## src/rtl/nmi_controller_pkg.sv

```systemverilog
// Shared constants for the NMI controller: FSM state encoding,
// gap length between NMI pulses and the source index width.
package nmi_controller_pkg;

   localparam logic [1:0] ST_IDLE    = 2'd0;
   localparam logic [1:0] ST_ASSERT  = 2'd1;
   localparam logic [1:0] ST_SERVICE = 2'd2;
   localparam logic [1:0] ST_GAP     = 2'd3;

   localparam int GAP_CYCLES = 2;
   localparam int NMI_ID_W   = 2;

endpackage

```

## src/rtl/nmi_prio_enc.sv

```systemverilog
// Combinational priority picker: returns the lowest set request index
// and a valid flag when any request bit is set.
module nmi_prio_enc
   import nmi_controller_pkg::*;
#(
   parameter int NUM_SRC = 4
) (
   input  logic [NUM_SRC-1:0]  req,
   output logic [NMI_ID_W-1:0] idx,
   output logic                valid
);

   // Scanning from the top down lets the lowest set index overwrite last.
   always_comb begin
      idx   = '0;
      valid = 1'b0;
      for (int i = NUM_SRC - 1; i >= 0; i--) begin
         if (req[i]) begin
            idx   = NMI_ID_W'(i);
            valid = 1'b1;
         end
      end
   end

endmodule

```

## src/rtl/nmi_controller.sv

```systemverilog
// NMI controller: captures rising edges on peripheral request lines and
// serialises them into NMI pulses with acknowledge handshake and timeout.
module nmi_controller
   import nmi_controller_pkg::*;
#(
   parameter int NUM_SRC     = 4,
   parameter int ACK_TIMEOUT = 64
) (
   input  logic                clk,
   input  logic                reset,
   input  logic [NUM_SRC-1:0]  irq,
   input  logic [NUM_SRC-1:0]  irq_mask,
   input  logic                nmi_ack,
   input  logic                err_clr,
   output logic                nmi,
   output logic [NMI_ID_W-1:0] nmi_id,
   output logic [NUM_SRC-1:0]  pending,
   output logic                busy,
   output logic                timeout_err
);

   localparam int WAIT_W = $clog2(ACK_TIMEOUT + 1);

   logic [1:0]          state, state_n;
   logic                ack_meta, ack_s;
   logic [NUM_SRC-1:0]  irq_q, irq_edge;
   logic [NUM_SRC-1:0]  clr_mask, repend_mask, pending_n;
   logic [WAIT_W-1:0]   wait_cnt, wait_n;
   logic [1:0]          gap_cnt, gap_n;
   logic                nmi_n, timeout_hit;
   logic [NMI_ID_W-1:0] id_n, pick_idx;
   logic                pick_valid;

   // The acknowledge comes from the CPU clock domain, so it is brought in
   // through two flops that idle high like the line itself.
   always_ff @(posedge clk or posedge reset) begin
      if (reset) begin
         ack_meta <= 1'b1;
         ack_s    <= 1'b1;
      end else begin
         ack_meta <= nmi_ack;
         ack_s    <= ack_meta;
      end
   end

   assign irq_edge = irq & ~irq_q;
   assign busy     = (state != ST_IDLE);

   nmi_prio_enc #(.NUM_SRC(NUM_SRC)) u_prio (
      .req   (pending & ~irq_mask),
      .idx   (pick_idx),
      .valid (pick_valid)
   );

   // Next-state logic; pending updates OR in new edges last so a capture
   // always beats a dispatch or timeout clear in the same cycle.
   always_comb begin
      state_n     = state;
      nmi_n       = nmi;
      id_n        = nmi_id;
      wait_n      = wait_cnt;
      gap_n       = gap_cnt;
      clr_mask    = '0;
      repend_mask = '0;
      timeout_hit = 1'b0;
      case (state)
         ST_IDLE: begin
            if (pick_valid) begin
               state_n = ST_ASSERT;
               nmi_n   = 1'b1;
               id_n    = pick_idx;
               wait_n  = '0;
               for (int i = 0; i < NUM_SRC; i++) begin
                  clr_mask[i] = (pick_idx == NMI_ID_W'(i));
               end
            end
         end
         ST_ASSERT: begin
            if (!ack_s) begin
               state_n = ST_SERVICE;
               nmi_n   = 1'b0;
            end else if (wait_cnt == WAIT_W'(ACK_TIMEOUT - 1)) begin
               state_n     = ST_GAP;
               nmi_n       = 1'b0;
               gap_n       = '0;
               timeout_hit = 1'b1;
               for (int i = 0; i < NUM_SRC; i++) begin
                  repend_mask[i] = (nmi_id == NMI_ID_W'(i));
               end
            end else begin
               wait_n = wait_cnt + 1'b1;
            end
         end
         ST_SERVICE: begin
            if (ack_s) begin
               state_n = ST_GAP;
               gap_n   = '0;
            end
         end
         ST_GAP: begin
            if (gap_cnt == 2'(GAP_CYCLES - 1)) begin
               state_n = ST_IDLE;
            end else begin
               gap_n = gap_cnt + 1'b1;
            end
         end
         default: begin
            state_n = ST_IDLE;
            nmi_n   = 1'b0;
         end
      endcase
      pending_n = (pending & ~clr_mask) | irq_edge | repend_mask;
   end

   always_ff @(posedge clk or posedge reset) begin
      if (reset) begin
         state    <= ST_IDLE;
         nmi      <= 1'b0;
         nmi_id   <= '0;
         pending  <= '0;
         irq_q    <= '0;
         wait_cnt <= '0;
         gap_cnt  <= '0;
      end else begin
         state    <= state_n;
         nmi      <= nmi_n;
         nmi_id   <= id_n;
         pending  <= pending_n;
         irq_q    <= irq;
         wait_cnt <= wait_n;
         gap_cnt  <= gap_n;
      end
   end

   // Sticky error: a timeout in the same cycle as a clear keeps it set.
   always_ff @(posedge clk or posedge reset) begin
      if (reset) begin
         timeout_err <= 1'b0;
      end else if (timeout_hit) begin
         timeout_err <= 1'b1;
      end else if (err_clr) begin
         timeout_err <= 1'b0;
      end
   end

endmodule

```

## config.mk

```make
export PLATFORM = sky130hd
export DESIGN_NAME = nmi_controller
export DESIGN_NICKNAME = d
export VERILOG_FILES = /design/src/rtl/nmi_controller_pkg.sv /design/src/rtl/nmi_prio_enc.sv /design/src/rtl/nmi_controller.sv
export SDC_FILE = /design/constraint.sdc
export NUM_CORES = 1
export LEC_CHECK = 0
export CELL_PAD_IN_SITES_DETAIL_PLACEMENT = 1
export CELL_PAD_IN_SITES_GLOBAL_PLACEMENT = 2
export CORE_ASPECT_RATIO = 1.2
export CORE_UTILIZATION = 37
export DETAILED_ROUTE_END_ITERATION = 10
export PLACE_DENSITY = 0.87
export RECOVER_POWER = 50
export SLEW_MARGIN = 25
export SYNTH_ARGS = -nofsm -noshare
export SYNTH_HDL_FRONTEND = slang
export SYNTH_SLANG_ARGS = --single-unit
export TNS_END_PERCENT = 20
```

## constraint.sdc

```tcl
create_clock -name clk -period 4.7 [get_ports clk]
set_input_delay 0.705 -clock clk [delete_from_list [all_inputs] [get_ports clk]]
set_output_delay 0.705 -clock clk [all_outputs]
set_load 0.02 [all_outputs]
```

==> results by group <==
Clocking
  – Clk slew on worst S/H paths: 0.09 ns
  – H-Tree Depth: 1
  – Clock buffer depth: 2
  – # hold bufs at CTS: 0
  – TritonCTS buffer count: 3
  – Post CTS Setup Buffer Count: 0
  – CTS resizes: 0
  – TritonCTS Sinks: 25
  – Clk root buf: clkbuf_8
  – Clk_lat worst skew: 0.27 ns
  – TritonCTS clock tree: yes

Floorplanning
  – CORE AREA: 3630 um^2
  – Ports: 21
  – Die height: 69.4 um
  – Die area: 4040 um^2
  – Num rows: 24
  – Die W: 58.2 um
  – Starting density of the core: 38.6%

Placement
  – Detail Placement HPWL: 2400 um
  – RePlAce Congestion: 0.799
  – Dpl cells: 199
  – PortBufs: 20

Finish
  – Final core occ: 46.5%
  – Final net count: 170
  – Syn-to-layout area delta: 20.5%
  – Diodes inserted: 0
  – Final std cells w/o fill: 203
  – Share of cells above drive strength 1: 13.9%

Drt
  – DR pass1 iterations: 4
  – DRC errors left: 0
  – Detailed Route Iter0 Violations: 23
  – Detailed Route WL: 3220 um
  – DR vias/cell: 5.24
  – Wirelength per Cell: 15.8 um
  – DR vias: 1,063
  – ANT nets after route: 0

Run
  – Max Cap Viol: 0

Worst setup path
  – Crit-path max FO: 13
  – Arr. time, crit path: 2.08 ns
  – Crit start category: register
  – Kind of end point of the critical path: primary output
  – Setup Crit Path Kind: reg -> out
  – Critical path required time: 3.99 ns

Synthesis
  – Flops & latches, synth: 25
  – Mapped Avg Cell Area: 10.8 um^2
  – Yosys cell types: 46
  – Sequential element share of the synthesized area: 44.8%
  – Synth Flop Type: dfrtp_1
  – Syn Nets: 148
  – Synth warnings: 0
  – Synth async-reset ratio: 100%
  – Synthesized area: 1400 um^2
  – Synth Instances: 130
  – Post-synth EDFFs: 0

Timing
  – Unrepaired setup endpoints after global routing: no
  – Final Hold Violating Endpoints: 0
  – Fmax: 0.358 GHz
  – Worst-Margin Slew: 0.991 ns
  – Clk_skew: 0.00354 ns
  – Pins Over Slew Limit: 0
  – Relative slew margins: 33.9%
  – Post-Route Setup TNS: 0 ns
  – Final period util: 59.4%
  – Final setup violation count: 0
  – Hold_ws: 0.360 ns
  – Minimum clock period: 2.79 ns

Power and ir drop
  – Total Power: 904 uW
  – Pwr Density: 535 nW/um^2
  – P_leak: 0.000728 uW
  – Max IR drop VDD: 0.194 mV

Min path
  – HP Class: reg -> reg

GRT
  – GRT Util Overall: 18.1%
  – First-pass GRT wire length: 5650 um
  – Global route overflow: 0
  – Initial antenna violation count: 0
  – Largest net degree at the start of global routing: 26
  – Vias in the first global route: 1,162

Status
  – Status: finished, final reports clean
state kept, by name, summed over array words and instances, names as in the netlist:
name and count:
ack_meta 1, ack_s 1, gap_cnt 2, irq_q 4, nmi 1, nmi_id 2
pending 4, state 2, timeout_err 1, wait_cnt 7
placed cells by master, fill, tap and decap left out, types with 2 or more instances in the layout:
master and n:
dfrtp_1 23, clkdlybuf4s50_1 14, nand2_1 12, inv_1 10, nand2b_1 8, ha_1 6, dlygate4sd3_1 6, o311ai_1 5
nand3_1 5, nor2_1 4, a211oi_1 4, o22a_1 4, nor2b_4 3, o21ai_0 3, nor3_1 3, clkbuf_8 3
and4b_1 2, or3_1 2, o2bb2ai_1 2, mux2i_1 2, a21oi_1 2, o41ai_1 2, dfstp_2 2
layout make-up:
cell class | count | area, um^2
clock buffer | 3 | 41.3
clock inverter | 1 | 5.00
fill | 396 | 1940
inverter | 11 | 41.3
multi-input combinational | 91 | 708
sequential | 25 | 628
tap | 52 | 65.1
timing repair buffer | 20 | 200
logic make-up after synthesis:
kind of cell             after synthesis  share of synthesized area, %
AND/OR/NAND/NOR                       47                          21.9
multiplexers                           4                          3.30
buffers and inverters                 14                          4.64
flip-flops                            25                          44.8
adder cells (fa/ha/maj)                6                          5.36
AO/OA/AOI/OAI                         34                          20.0
synth_stat cells, drive strengths merged, types with 2 or more instances:
master	number	area, um^2
nand2	13	51.3
or3	3	23.8
nand3	5	25.0
nor2b	4	50.1
nand2b	8	50.1
nor4	2	27.5
mux2	2	26.3
nor3	3	15.0
a21oi	2	10.0
o311ai	5	43.8
and4b	2	20.0
inv	11	41.3
o2bb2ai	2	17.5
o22a	4	35.0
mux2i	2	20.0
a211oi	5	42.5
nor2	4	15.0
buf	3	23.8
o21ai	4	20.0
dfstp	2	52.6
dfrtp	23	576
ha	6	75.1
o41ai	2	17.5
stage by stage:
step           worst slack, ns  area (um^2)
5_1_grt                   1.78         1690
6_report                  1.91         1690
3_3_place_gp              2.28         1640
4_1_cts                   1.91         1690
2_1_floorplan             2.95         1400
3_5_place_dp              2.22         1640
report_power, final:
group          switching, uW  leakage [uW]  internal [uW]
registers               56.4      0.000303            270
logic                    244      0.000400            204
clock network           70.6     0.0000255           59.3
layer usage:
layer	wire length, um	up-vias	track usage [%]
met4	21	0	3.97
met1	1500	527	24.9
met2	1620	15	29.9
met3	74	2	2.43
met5	0	-	0
li1	-	519	-
final timing paths:
check	startpoint	endpoint	slack [ns]	cells past startpoint
worst max-delay path	state[0]	busy	1.91	4
worst min-delay path	ack_meta	ack_s	0.36	0
worst max register to register	state[0]	pending[3]	2.38	6
worst min register to register	ack_meta	ack_s	0.36	0
max in group asynchronous	reset	pending[1]	2.99	2
min in group asynchronous	reset	irq_q[0]	1.10	2
worst max-delay path, stage by stage, from the launching register on:
cell and delay [ns]:
dfrtp_1 0.45, inv_1 0.11, ha_1 0.49, inv_2 0.18, clkdlybuf4s50_1 0.58
Power figures use the tool's default switching activity.
==> RTL change, RTL diff (same flow settings) <==
Set the parameter `ACK_TIMEOUT` to 256 (it was 64).
--- a/src/rtl/nmi_controller.sv
+++ b/src/rtl/nmi_controller.sv
@@ -4,7 +4,7 @@
    import nmi_controller_pkg::*;
 #(
    parameter int NUM_SRC     = 4,
-   parameter int ACK_TIMEOUT = 64
+   parameter int ACK_TIMEOUT = 256
 ) (
    input  logic                clk,
    input  logic                reset,
Behaviour: same outputs for any inputs over 10 cycles, from zero or initial values and one cycle with reset high; that may be too few to reach the edited logic, so the function may still have changed.
==> RTL change against the unedited design <==
Sequential cell count up 2; cell area rose by 2.4%; register-to-register slack worse by 0.18 ns; worst hold slack improved by 0.00076 ns; total power rose by 2.9%; area after synthesis up 3.2%; core utilization rose by 0.36 points; worst setup slack got worse by 0.21 ns; non-clock buffer count did not move; fmax down 6.9%; via count up 10%; routed wire length up 7.0%; combinational power down 4%; first-iteration DRC count unchanged.
==> RTL change: results <==
set metrics [dict create \
    fill_cells 424 \
    rr_worst_depth 9 \
    diodes 0 \
    ff_latch_area_um2 678 \
    dp_slack_ns 2.04 \
    leakage_uw 0.000737 \
    drt-pass1-iter-count 4 \
    grt_antenna_before_repair 0 \
    fin_skew_ns 0.00481 \
    yosysSeqAreaShare_pct 46.9 \
    port_buffers 20 \
    wl_per_cell_um 15.8 \
    run_status "finished clean" \
    whs_ns 0.361 \
    timing.final.ws_setup_ns 1.70 \
    dpl-instance-area_um2 1690 \
    synthFlopType "dfrtp_1" \
    switching_power_uw 389 \
    clockBufferDepth 2 \
    synth_cell_types 40 \
    reg2reg_setup_slack_ns 2.20 \
    synth.area.top_cells "dfrtp_1 (43%), ha_1 (6.1%), a21oi_1 (3.8%)" \
    gp_congestion 0.773 \
    grt_max_degree 28 \
    top_regs "wait_cnt (9), irq_q (4), pending (4)" \
    async_flop_share_pct 100 \
    cts_max_level 1 \
    syn_area_per_cell_um2 9.91 \
    hold_path.class "reg -> reg" \
    track_usage_pct 18.6 \
    crit_path_max_fanout 20 \
    drive_above_1_share_pct 7.23 \
    whs_path_depth 0 \
    dp_cells 214 \
    grt_pass1_vias 1294 \
    critical_path_arrival_ns 2.29 \
    synth_nets 165 \
    yosys_warnings 0 \
    cts_buffers 3 \
    relSlewSlack_pct 29.5 \
    vias 1171 \
    cts_root_buffer "clkbuf_8" \
    clk_latency_ns 0.27 \
    drt-initial-drc-count 23 \
    grt_pass1_wl_um 5980 \
    dp_hpwl_um 2600 \
    fin_cells 218 \
    path_clk_slew_ns 0.10 \
    final_nets 186 \
    post_cts_resized 0 \
    post_cts_buffers 0 \
    drc_errors 0 \
    synthTopCellsByCount "dfrtp_1 (25), inv_1 (13), a21oi_1 (11), nand2_1 (11), o21ai_0 (10)" \
    vdd_drop_max_mv 0.283 \
]
-- RTL change: changes by cell type in the layout (fill, tap and decap cells not counted), sizes merged, moves of 3 or more --
cell,delta
a2bb2oi,+3
o22ai,+3
a21oi,+9
a211oi,-3
o311ai,-4
o21ai,+6
nor3,-3
o22a,-3
-- RTL change: final timing paths --
| kind | to | start |
|---|---|---|
| worst min-delay path | ack_s | ack_meta |
| max in group asynchronous | wait_cnt[2] | reset |
| worst max register to register | state[1] | wait_cnt[0] |
| worst max-delay path | busy | state[0] |
| min in group asynchronous | state[1] | reset |
| worst min register to register | ack_s | ack_meta |
-- RTL change: cells by family (layout without fill, tap and decap cells) --
family	count (synthesis)	in the layout	share of synthesized area (%)
mux	3	3	2.16
buf+inv	17	37	5.19
fa+ha+maj	7	7	6.06
flops	27	27	46.9
compound gates	45	45	20.6
simple gates	47	47	19.1
-- RTL change: layer usage --
layer | vias up | global-route usage, % | part of all wire, %
met1 | 593 | 23.1 | 44
met5 | - | 0 | 0
met3 | 2 | 2.41 | 2.4
li1 | 561 | - | -
met4 | 0 | 3.17 | 0.35
met2 | 15 | 33.8 | 54
-- RTL change: power by group through the flow --
stage | Combinational [uW] | Clock [uW] | Sequential (uW)
floorplan | 269 | 0 | 382
global placement | 412 | 0 | 365
detailed placement | 435 | 0 | 371
CTS | 436 | 138 | 367
global route | 479 | 147 | 379
finish | 431 | 134 | 366
-- RTL change: layout make-up --
cell class              instances  share of cell area [%]
repair buffers                 20                    11.6
inverters                      13                    2.82
clock buffers                   4                    2.60
well taps                      52                    3.76
multi-input cells             102                    40.1
flip-flops and latches         27                    39.2
-- RTL change: worst max-delay path: stages, from the launching register on --
cell	delay [ns]
dfrtp_1	0.46
inv_1	0.11
ha_1	0.60
inv_1	0.25
clkdlybuf4s50_1	0.61
